### config.mk
export PLATFORM = sky130hd
export DESIGN_NAME = fifo_sync_param
export DESIGN_NICKNAME = d
export VERILOG_FILES = /design/src/rtl/fifo_sync_param.sv
export SDC_FILE = /design/constraint.sdc
export NUM_CORES = 1
export LEC_CHECK = 0
export BUFFER_PORTS_ARGS = -buffer_cell sky130_fd_sc_hd__buf_4
export CAP_MARGIN = 20
export CORE_MARGIN = 5
export CORE_UTILIZATION = 41
export CTS_CLUSTER_SIZE = 8
export DETAILED_ROUTE_END_ITERATION = 16
export PLACE_DENSITY = 0.63
export SETUP_SLACK_MARGIN = 0.5
export SLEW_MARGIN = 25
export SYNTH_ARGS = -nofsm -noshare
export SYNTH_HDL_FRONTEND = slang
export SYNTH_SLANG_ARGS = --single-unit
### constraint.sdc
create_clock -name clk_i -period 4.7 [get_ports clk_i]
set_input_delay 0.705 -clock clk_i [delete_from_list [all_inputs] [get_ports clk_i]]
set_output_delay 0.705 -clock clk_i [all_outputs]
set_load 0.03 [all_outputs]
### src/rtl/fifo_sync_param.sv
// fifo_sync_param: single-clock FIFO with arbitrary (non power-of-2) depth.
// It provides programmable almost-full and almost-empty flags, sticky
// overflow and underflow flags, and a read-data valid strobe.
// Optional build macro FIFO_FWFT_EN selects first-word-fall-through output mode.
// When the macro is not defined, the FIFO uses registered-read output mode.
//
// Handshake: a push is taken on a rising edge when wr_i is high and the
// FIFO is not full, or when it is full but a pop is taken on the same edge.
// A pop is taken when rd_i is high and the FIFO is not empty. Requests that
// are not taken are dropped. They set the matching sticky error flag.
module fifo_sync_param #(
    parameter  int DATA_W    = 32,
    parameter  int DEPTH     = 8,
    parameter  int AF_THRESH = 6,
    parameter  int AE_THRESH = 2,
    localparam int PTR_W     = $clog2(DEPTH),
    localparam int CNT_W     = $clog2(DEPTH + 1)
) (
    input  logic              clk_i,
    input  logic              srst_n_i,
    input  logic              wr_i,
    input  logic [DATA_W-1:0] data_i,
    input  logic              rd_i,
    input  logic              clr_err_i,
    output logic [DATA_W-1:0] data_o,
    output logic              data_valid_o,
    output logic [CNT_W-1:0]  count_o,
    output logic              full_o,
    output logic              empty_o,
    output logic              almost_full_o,
    output logic              almost_empty_o,
    output logic              overflow_o,
    output logic              underflow_o
);

    logic [DATA_W-1:0] mem [DEPTH];
    logic [PTR_W-1:0]  wr_ptr_q;
    logic [PTR_W-1:0]  rd_ptr_q;
    logic [CNT_W-1:0]  count_q;
    logic              ovf_q;
    logic              udf_q;
    logic              wr_acc;
    logic              rd_acc;
    logic              ovf_set;
    logic              udf_set;

    // Decide whether each request is taken this cycle, and detect error events.
    always_comb begin
        wr_acc  = wr_i & (~full_o | rd_i);
        rd_acc  = rd_i & ~empty_o;
        ovf_set = wr_i & full_o & ~rd_i;
        udf_set = rd_i & empty_o;
    end

    // Storage array. It is not reset. A write to the slot being read on the same edge is safe.
    always_ff @(posedge clk_i) begin
        if (wr_acc) begin
            mem[wr_ptr_q] <= data_i;
        end
    end

    // Pointers wrap with an explicit compare so that depths other than powers of 2 work.
    always_ff @(posedge clk_i) begin
        if (!srst_n_i) begin
            wr_ptr_q <= '0;
            rd_ptr_q <= '0;
        end else begin
            if (wr_acc) begin
                wr_ptr_q <= (wr_ptr_q == PTR_W'(DEPTH - 1)) ? '0 : wr_ptr_q + 1'b1;
            end
            if (rd_acc) begin
                rd_ptr_q <= (rd_ptr_q == PTR_W'(DEPTH - 1)) ? '0 : rd_ptr_q + 1'b1;
            end
        end
    end

    // The occupancy counter changes only when exactly one side is taken.
    always_ff @(posedge clk_i) begin
        if (!srst_n_i) begin
            count_q <= '0;
        end else begin
            case ({wr_acc, rd_acc})
                2'b10:   count_q <= count_q + 1'b1;
                2'b01:   count_q <= count_q - 1'b1;
                default: count_q <= count_q;
            endcase
        end
    end

    // Sticky error flags. When a set event and a clear happen together, the set wins.
    always_ff @(posedge clk_i) begin
        if (!srst_n_i) begin
            ovf_q <= 1'b0;
            udf_q <= 1'b0;
        end else begin
            ovf_q <= ovf_set | (ovf_q & ~clr_err_i);
            udf_q <= udf_set | (udf_q & ~clr_err_i);
        end
    end

    // Status flags are decoded from the registered count.
    always_comb begin
        count_o        = count_q;
        full_o         = (count_q == CNT_W'(DEPTH));
        empty_o        = (count_q == '0);
        almost_full_o  = (count_q >= CNT_W'(AF_THRESH));
        almost_empty_o = (count_q <= CNT_W'(AE_THRESH));
        overflow_o     = ovf_q;
        underflow_o    = udf_q;
    end

`ifdef FIFO_FWFT_EN
    // Fall-through output: the head word is shown whenever the FIFO holds data.
    always_comb begin
        data_o       = empty_o ? '0 : mem[rd_ptr_q];
        data_valid_o = ~empty_o;
    end
`else
    logic [DATA_W-1:0] data_q;
    logic              valid_q;

    // Registered read: the head word is captured on a taken pop, and the data holds otherwise.
    always_ff @(posedge clk_i) begin
        if (!srst_n_i) begin
            data_q  <= '0;
            valid_q <= 1'b0;
        end else begin
            valid_q <= rd_acc;
            if (rd_acc) begin
                data_q <= mem[rd_ptr_q];
            end
        end
    end

    // Drive the outputs from the read registers.
    always_comb begin
        data_o       = data_q;
        data_valid_o = valid_q;
    end
`endif

endmodule

Word level (Yosys, flattened, before mapping):

Memory sizes are Yosys's and may differ from the RTL's. A register that Yosys moved wholly into a read port is not among the register bits.
Index checks and enable logic that the tools add are counted.

* $add $sub $neg: 4
* $lt $le $gt $ge: 2
* equal/unequal tests: 5
* mux-type cells: 5
* bitwise logic cells: 14
* reduce and logical (&&, ||, !) cells: 3

Operators with widths (number)
* $pmux 4 s2: 1
* $and 1x1->1: 7
* $add 3x1->3 const B: 2
* $eq 3x3->1 const B: 2
* $mux 3: 2
* $add 4x1->4 const B: 1
* $eq 4x4->1 const B: 1
* $ge 4x3->1 const B: 1
* $le 4x2->1 const B: 1
* $logic_not 4->1: 1
* $not 1->1: 4
* $sub 4x1->4 const B: 1
* $or 1x1->1: 3
* $eq 2x1->1 const B: 1
* $eq 2x2->1 const B: 1
* $mux 1: 2
* $reduce_bool 2->1: 1
* $logic_not 1->1: 1

* flip-flop bits (word level): 13
* RAM bits: 256
* input port bits: 37
* output and inout bits: 43
* logic and storage cells: 40
* memories kept: 1

Memories
* mem: depth 8, width 32, read ports 1, clocked after Yosys merged registers in 1, wr ports 1, line 36 `logic [DATA_W-1:0] mem [DEPTH];`

Depth between registers and ports, before layout:

Gate-level depths: netlist of run 1.

* depth in word-level cells: 6
* gate-level depth with buffers: 12
* depth with buffers taken out: 9

Worst setup path after synthesis of run 1:

Ideal clock, no wire load.

* path type: register to register
* start: register count_q[2] (netlist: count_o[2])
* end: memory mem[0][0] (enable)
* setup time: 0.501 ns
* data arrival time: 4.060 ns
* required time: 4.199 ns
* path slack: 0.139 ns
* stages on the path, launching flop included: 5
* path buffers: 1
* cell sequence: dfxtp_1 > buf_2 > or4b_4 > o21ai_4 > nor4_1

* cells in the longest elaborated chain, start to end: 6

RTL lines
* start: declaration: line 39 `logic [CNT_W-1:0] count_q;`
* start signal: assignment: line 83 `2'b10: count_q <= count_q + 1'b1;`
* start signal: assignment: line 84 `2'b01: count_q <= count_q - 1'b1;`
* start signal: assignment: line 85 `default: count_q <= count_q;`
* $eq 4x4->1: line 104 `full_o = (count_q == CNT_W'(DEPTH));`
* $not 1->1: line 49 `wr_acc = wr_i & (~full_o | rd_i);`
* $or 1x1->1: line 49
* $and 1x1->1: line 49
* $mux 1: line 57 `if (wr_acc) begin`
* $mux 1 (not written as such): line 58 `mem[wr_ptr_q] <= data_i;`
* end: declaration: line 36

Every way passes these cells.

Final worst setup path of run 1:

* start: register count_q[1] (netlist: count_o[1])
* end: register count_q[2] (netlist: count_o[2])

* cells in the longest elaborated chain, start to end: 6
* elaborated cells between the ends (all ways): 13
* those cells by class: 2 x add/sub; 3 x eq/ne; 1 x mux; 5 x bitwise; 2 x reduce/logical

RTL lines
* $eq 4x4->1: line 104
* $not 1->1: line 49
* $or 1x1->1: line 49
* $and 1x1->1: line 49
* $eq 2x1->1 / $eq 2x2->1 (equally long branches): line 82 `case ({wr_acc, rd_acc})`
* $pmux 4 s2 / $reduce_bool 2->1 (equally long branches)

Several ways; a longest one is shown, not always the timed one.
A chain may end at the register's enable or synchronous reset.

==> results of run 1 <==
==> flip-flops by register name (all words and copies together) (netlist names) <==
name,count
data_valid_o,1
wr_ptr_q,3
rd_ptr_q,3
data_o,32
underflow_o,1
overflow_o,1
mem,256
count_o,4
==> final cells by class <==
| type | count | area (µm²) | share of cell area |
|---|---|---|---|
| inverter | 2 | 7.507 | 0.0005575 |
| timing repair buffer | 91 | 683.2 | 0.05073 |
| tap | 341 | 426.7 | 0.03168 |
| multi-input combinational | 230 | 2509 | 0.1863 |
| clock inverter | 3 | 30.03 | 0.002230 |
| sequential | 301 | 8593 | 0.6381 |
| clock buffer | 75 | 1217 | 0.09040 |
==> stage by stage <==
step / utilization / cells / power [mW] / worst slack, ns / cell area, µm²
detailed placement: 0.4534 / 965 / 4.938 / 1.885 / 12220
floorplan: - / 565 / 4.423 / 0.9871 / 11240
global route: 0.4997 / 1043 / 7.993 / 1.616 / 13470
CTS: 0.4997 / 1043 / 7.734 / 1.866 / 13470
finish: 0.4997 / 1043 / 7.645 / 1.850 / 13470
global placement: 0.4534 / 965 / 4.910 / 1.896 / 12220
==> routing by layer <==
metal	vias up	track usage	share of wire
li1	2526	-	-
met1	2868	0.1940	0.42
met2	139	0.2596	0.51
met3	36	0.03272	0.053
met4	0	0.04386	0.021
met5	-	0	0
==> kinds of logic after synthesis <==
group | count (synthesis) | share of synthesized area
fa+ha+maj | 7 | 0.007798
compound gates | 81 | 0.04356
buf+inv | 34 | 0.01727
flops | 301 | 0.7647
xor+xnor | 3 | 0.002340
simple gates | 71 | 0.03242
mux | 68 | 0.1319
==> placed cells by master, fill, tap and decap left out, types with 2 or more instances in the layout <==
cell type and instances:
edfxtp_1 256, buf_4 91, mux4_2 64, clkbuf_16 44, dfxtp_1 43, o21ai_0 34, nor2_1 33, o22ai_1 32
clkbuf_1 31, nor2b_1 8, ha_1 7, nand2_1 6, a21oi_1 5, nor3_2 4, mux2i_1 4, nor2_4 3
nand2b_1 3, a21boi_0 3, xor2_1 2, or3_1 2, and2_1 2, nand3b_1 2
==> synth_stat cells (all sizes together) <==
cell type  count  area (µm²)
nand4bb        1       11.26
nor3           5       25.02
a21oi          5       25.02
and2           2       12.51
nand2          7       42.54
xor2           2       17.52
o22ai         32       200.2
edfxtp       256        7687
or3            2       12.51
a211oi         1       7.510
dfxtp         45       900.9
nor4           2       12.51
mux4          64        1441
buf           19       137.6
o22a           1       8.760
nor2b          8       50.05
o211ai         1       7.510
nand2b         4       25.02
ha             7       87.58
a21boi         4       30.03
xnor2          1       8.760
o21ai         35       186.4
o41ai          1       16.27
inv            2       7.500
clkbuf        13       48.80
nand4b         1       8.760
mux2i          4       40.04
or4b           1       13.76
nor2          36       135.1
nand3b         2       15.01
a21o           1       7.510
==> power by group through the flow <==
| stage | clock network (mW) | registers [mW] | logic [mW] |
|---|---|---|---|
| finish | 2.78 | 3.32 | 1.55 |
| global route | 2.98 | 3.34 | 1.67 |
| CTS | 2.84 | 3.32 | 1.58 |
| detailed placement | 0 | 3.37 | 1.57 |
| global placement | 0 | 3.36 | 1.55 |
| floorplan | 0 | 3.49 | 0.930 |
==> worst max-delay path by stage <==
stage / endpoint / slack, ns / cells after the start
after global placement: mem[4][27] / 1.90 / 4
final: count_o[2] / 1.85 / 9
after detailed placement: mem[4][27] / 1.89 / 4
after global routing: count_o[2] / 1.62 / 9
after floorplan: mem[4][0] / 0.99 / 4
after CTS: count_o[2] / 1.87 / 9
==> results.json, run 1 <==
{
  "status": "finished clean",
  "critPathSlowestCell": "or4b_4",
  "whs_endpoint": "mem[6][17]",
  "yosysWarningCount": 0,
  "ff2ff_path_depth": 9,
  "worstSetupStartpoint": "count_o[1]",
  "dieArea_um2": 30800,
  "layout.nets": 713,
  "power_density_nw_per_um2": 567.7,
  "portBuffers": 79,
  "drtPass1Iterations": 4,
  "cts_setup_buffers": 0,
  "core_area_um2": 26950,
  "clock.fmax_mhz": 350.9,
  "clock_latency_ns": 0.52,
  "io_pins": 80,
  "p_int_mw": 5.527,
  "grt_max_degree": 47,
  "rows": 60,
  "place_congestion": 0.7208,
  "p_sw_frac": 0.2770,
  "area_delta_synth_final_pct": 19.91,
  "n_fill_cell": 2161,
  "syn_nets": 609,
  "synth_seq_cells": 301,
  "syn_avg_cell_area_um2": 19.88,
  "clkTransAtPathRegs_ns": 0.05,
  "drtIter0Drc": 365,
  "yosysSeqAreaShare": 0.7647,
  "grt_pass1_wl_um": 35310,
  "p_clk_frac": 0.363,
  "p_leak_nw": 4.493,
  "vdd_drop_max_v": 0.0002664,
  "cp-start-kind": "register",
  "synth_cells": 565,
  "setup_viol": 0,
  "cp-end-kind": "register",
  "wl_um": 23000,
  "timing.rr.end": "count_o[2]",
  "avgRoutedWirePerCell_um": 22.05,
  "num_vias": 5569,
  "post-dp-hpwl_um": 12460,
  "cts_buffers": 43,
  "grt_pass1_vias": 5989,
  "path_delay_family": "simple AND/OR/NAND/NOR gates",
  "cp_max_fo": 12,
  "grt-ovfl-total": 0,
  "min_period_over_period": 0.6063,
  "die_h_um": 175.5,
  "fin_crit_ns": 2.850,
  "drc": 0,
  "clock_sinks": 301,
  "fp.dieW_um": 175.5,
  "cpPeakStageDelay_ns": 0.61,
  "grt_setup_unrepaired": "no",
  "clockRootBuffer": "clkbuf_16",
  "path_cells": "or4b_4 > o21ai_4 > ha_1 > xor2_1 > ha_1 > a21oi_1 > xor2_1 > or3_1 > a21boi_0",
  "p_seq_frac": 0.434,
  "syn_area_um2": 11230,
  "maxSlewHeadroom": 0.3761,
  "worst_pin_slew_ns": 0.9336,
  "whs_path_depth": 1,
  "diodes": 0,
  "setup_tns_ns": 0,
  "hp-class": "in2reg",
  "cp_data_arrival_time_ns": 3.29,
  "antenna_found_initial": 0,
  "r2r_slack_ns": 1.85,
  "worstHoldStart": "data_i[17]",
  "combPwrFrac": 0.203,
  "final.setup_skew_ns": 0.01294,
  "cts_tree": "yes",
  "drive_gt1_frac": 0.3105,
  "start_util": 0.4167,
  "hold_viol_final": 0,
  "clock_tree.buffer_depth": 3,
  "gr-usage-all-layers": 0.1507,
  "switching_power_mw": 2.117,
  "htreeDepth": 2,
  "hold_slack_ns": 0.4159,
  "cts_hold_buf": 0,
  "postRouteAntennaNets": 0,
  "slew_violations": 0,
  "via_per_inst": 5.339,
  "timing.rr.start": "count_o[1]",
  "path_class": "reg2reg",
  "critPathBufInv": 0,
  "cts_resized": 0,
  "maxCapViolCount": 0,
  "synth_cell_types": 37,
  "required_ns": 5.14
}
Power figures use the tool's default switching activity.
==> run 2: changes to the inputs <==
Settings changed: ABC_AREA set to 1.
Clock period 4.7 ns to 2.83 ns, I/O delays scaled along.
==> run 2 against run 1 <==
Against the previous run: via count is 36% higher; wire length is 13% higher; worst hold slack worse by 0.28 ns; design area is 8.0% higher; total power is 83% higher; fmax is 31% higher; clock skew is 0.0022 ns higher; critical endpoint is now mem[1][23].
==> results.json, run 2 <==
{
  "cpPeakStageDelay_ns": 0.48,
  "top_layer": "met4",
  "async_flop_share": 0,
  "cts_tree": "yes",
  "timing.rr.start": "count_o[2]",
  "hp-class": "in2reg",
  "drive_gt1_frac": 0.1777,
  "min_period_over_period": 0.7704,
  "whs_path_depth": 1,
  "yosysSeqAreaShare": 0.6949,
  "synth.most_common_cell": "edfxtp_1",
  "syn_avg_cell_area_um2": 12.33,
  "met2_wirelength_um": 11940,
  "num_vias": 7556,
  "start_util": 0.4159,
  "final_common_cell": "edfxtp_1",
  "synth_area_leaders": "edfxtp_1 62%, dfxtp_1 7.3%, o211ai_1 6.9%",
  "vdd_drop_max_v": 0.0005152,
  "gr-usage-all-layers": 0.1527,
  "dp_cells": 1431,
  "required_ns": 3.04,
  "core_area_um2": 29720,
  "dr_wl_met3_um": 1417,
  "cts_buffers": 43,
  "cp_max_fo": 22,
  "grt_pass1_wl_um": 40650,
  "critPathSlowestCell": "nor2_4",
  "drtPass1Iterations": 5,
  "grt_setup_unrepaired": "no",
  "syn_area_um2": 12360,
  "ys.flop_type": "edfxtp_1",
  "final_cell_mix": "256 x edfxtp_1, 163 x nand2_1, 145 x inv_1, 114 x o211ai_1, 91 x buf_4",
  "largest_reg_flops": 256,
  "p_leak_nw": 5.400,
  "cp-start-kind": "register",
  "layout.nets": 1130,
  "cp-end-kind": "register",
  "clockRootBuffer": "clkbuf_16",
  "post-dp-hpwl_um": 14740,
  "clock_latency_ns": 0.52,
  "postRouteAntennaNets": 0,
  "cp_data_arrival_time_ns": 2.39,
  "dieArea_um2": 33720,
  "clock_tree.buffer_depth": 3,
  "diodes": 0,
  "place_congestion": 0.7689,
  "synth_largest_area_cell": "edfxtp_1",
  "status": "finished clean",
  "synth_top_area_share": 0.6220,
  "grt_pass1_vias": 7275,
  "setup_viol": 0,
  "whs_endpoint": "mem[6][25]",
  "drtIter0Drc": 550,
  "maxSlewHeadroom": 0.4613,
  "path_class": "reg2reg",
  "rows": 63,
  "critPathBufInv": 3,
  "drc": 0,
  "path_delay_family": "simple AND/OR/NAND/NOR gates",
  "cp_common_cell": "inv_2",
  "grt-ovfl-total": 0,
  "setup_slack_ns": 0.6498,
  "largest_register": "mem",
  "fin_crit_ns": 2.180,
  "hold_slack_ns": 0.1330,
  "synth_cell_types": 28,
  "htreeDepth": 2,
  "yosysWarningCount": 0,
  "power_density_nw_per_um2": 962.3,
  "slew_violations": 0,
  "worst_pin_slew_ns": 0.8069,
  "worstHoldStart": "data_i[25]",
  "synth_commonest_cells": "256 x edfxtp_1, 163 x nand2_1, 146 x inv_1, 114 x o211ai_1, 68 x nand3_1",
  "wl_um": 25980,
  "via_per_inst": 5.004,
  "io_pins": 80,
  "clkTransAtPathRegs_ns": 0.05,
  "clock_sinks": 301,
  "antenna_found_initial": 0,
  "synth_seq_cells": 301,
  "grt_max_degree": 72,
  "portBuffers": 79,
  "timing.rr.end": "mem[1][23]",
  "hold_viol_final": 0,
  "synth_cells": 1002,
  "final_cells": 1510,
  "dp_worst_setup_slack_ns": 0.6017,
  "ff2ff_path_depth": 7,
  "path_cells": "inv_2 > nand4_1 > nand2_2 > inv_2 > nand2_1 > nor2_4 > buf_12",
  "maxCapViolCount": 0,
  "syn_nets": 1046,
  "clock.fmax_mhz": 458.7,
  "die_h_um": 183.6,
  "wl_met1_um": 12140,
  "fin_util": 0.4896,
  "synth-edff-count": 256,
  "area_delta_synth_final_pct": 17.72,
  "r2r_slack_ns": 0.65,
  "avgRoutedWirePerCell_um": 17.21,
  "fp.dieW_um": 183.6,
  "final.setup_skew_ns": 0.01514
}
-- run 2: layer usage --
layer / GRT usage / vias to the layer above
met3: 0.03047 / 40
met5: 0 / -
met1: 0.2186 / 3629
met2: 0.2408 / 175
met4: 0.03844 / 0
li1: - / 3712
-- run 2: logic make-up after synthesis --
group	after synthesis	synth area share
simple gates	251	0.08666
fa+ha+maj	7	0.007086
buf+inv	211	0.08433
compound gates	230	0.1256
xor+xnor	2	0.001418
flops	301	0.6949
-- run 2: worst max path at each step --
stage | startpoint | to | depth (start not counted)
floorplan | count_o[2] | mem[1][0] | 6
global placement | count_o[2] | count_o[2] | 13
detailed placement | count_o[2] | count_o[2] | 13
CTS | count_o[2] | count_o[2] | 13
global route | count_o[2] | mem[1][23] | 7
finish | count_o[2] | mem[1][23] | 7
-- run 2: what timing repair did --
action,CTS,global route
endpoints found under the setup margin,0,1
hold buffers,0,0
resized for setup,0,2
setup buffers,0,0
-- run 2: final cells by class --
cell class              count  area (µm²)
repair buffers            100       863.3
fillers                  2537       15170
multi-input cells         490        2779
inverters                 150       570.5
clock buffers              76        1221
well taps                 390       488.0
clock inverters             3       30.03
flip-flops and latches    301        8597
-- run 2: stage by stage --
step | TNS, ns | power (mW) | area [µm²]
4_1_cts | 0 | 14.17 | 14540
6_report | 0 | 14.00 | 14550
2_1_floorplan | -0.4694 | 8.452 | 12380
3_5_place_dp | 0 | 9.465 | 13290
3_3_place_gp | 0 | 9.402 | 13290
5_1_grt | 0 | 14.77 | 14550
-- run 2: worst register-to-register path: stages, from the launching register on --
cell     delay [ns]
dfxtp_1        0.47
inv_2          0.09
nand4_1        0.12
nand2_2        0.14
inv_2          0.08
nand2_1        0.23
nor2_4         0.48
buf_12         0.25
-- run 2: where the power goes --
group          internal, mW  switching (mW)
Combinational          1.28            2.49
Sequential             5.26           0.301
Clock                  2.90            1.77
Total                  9.44            4.56
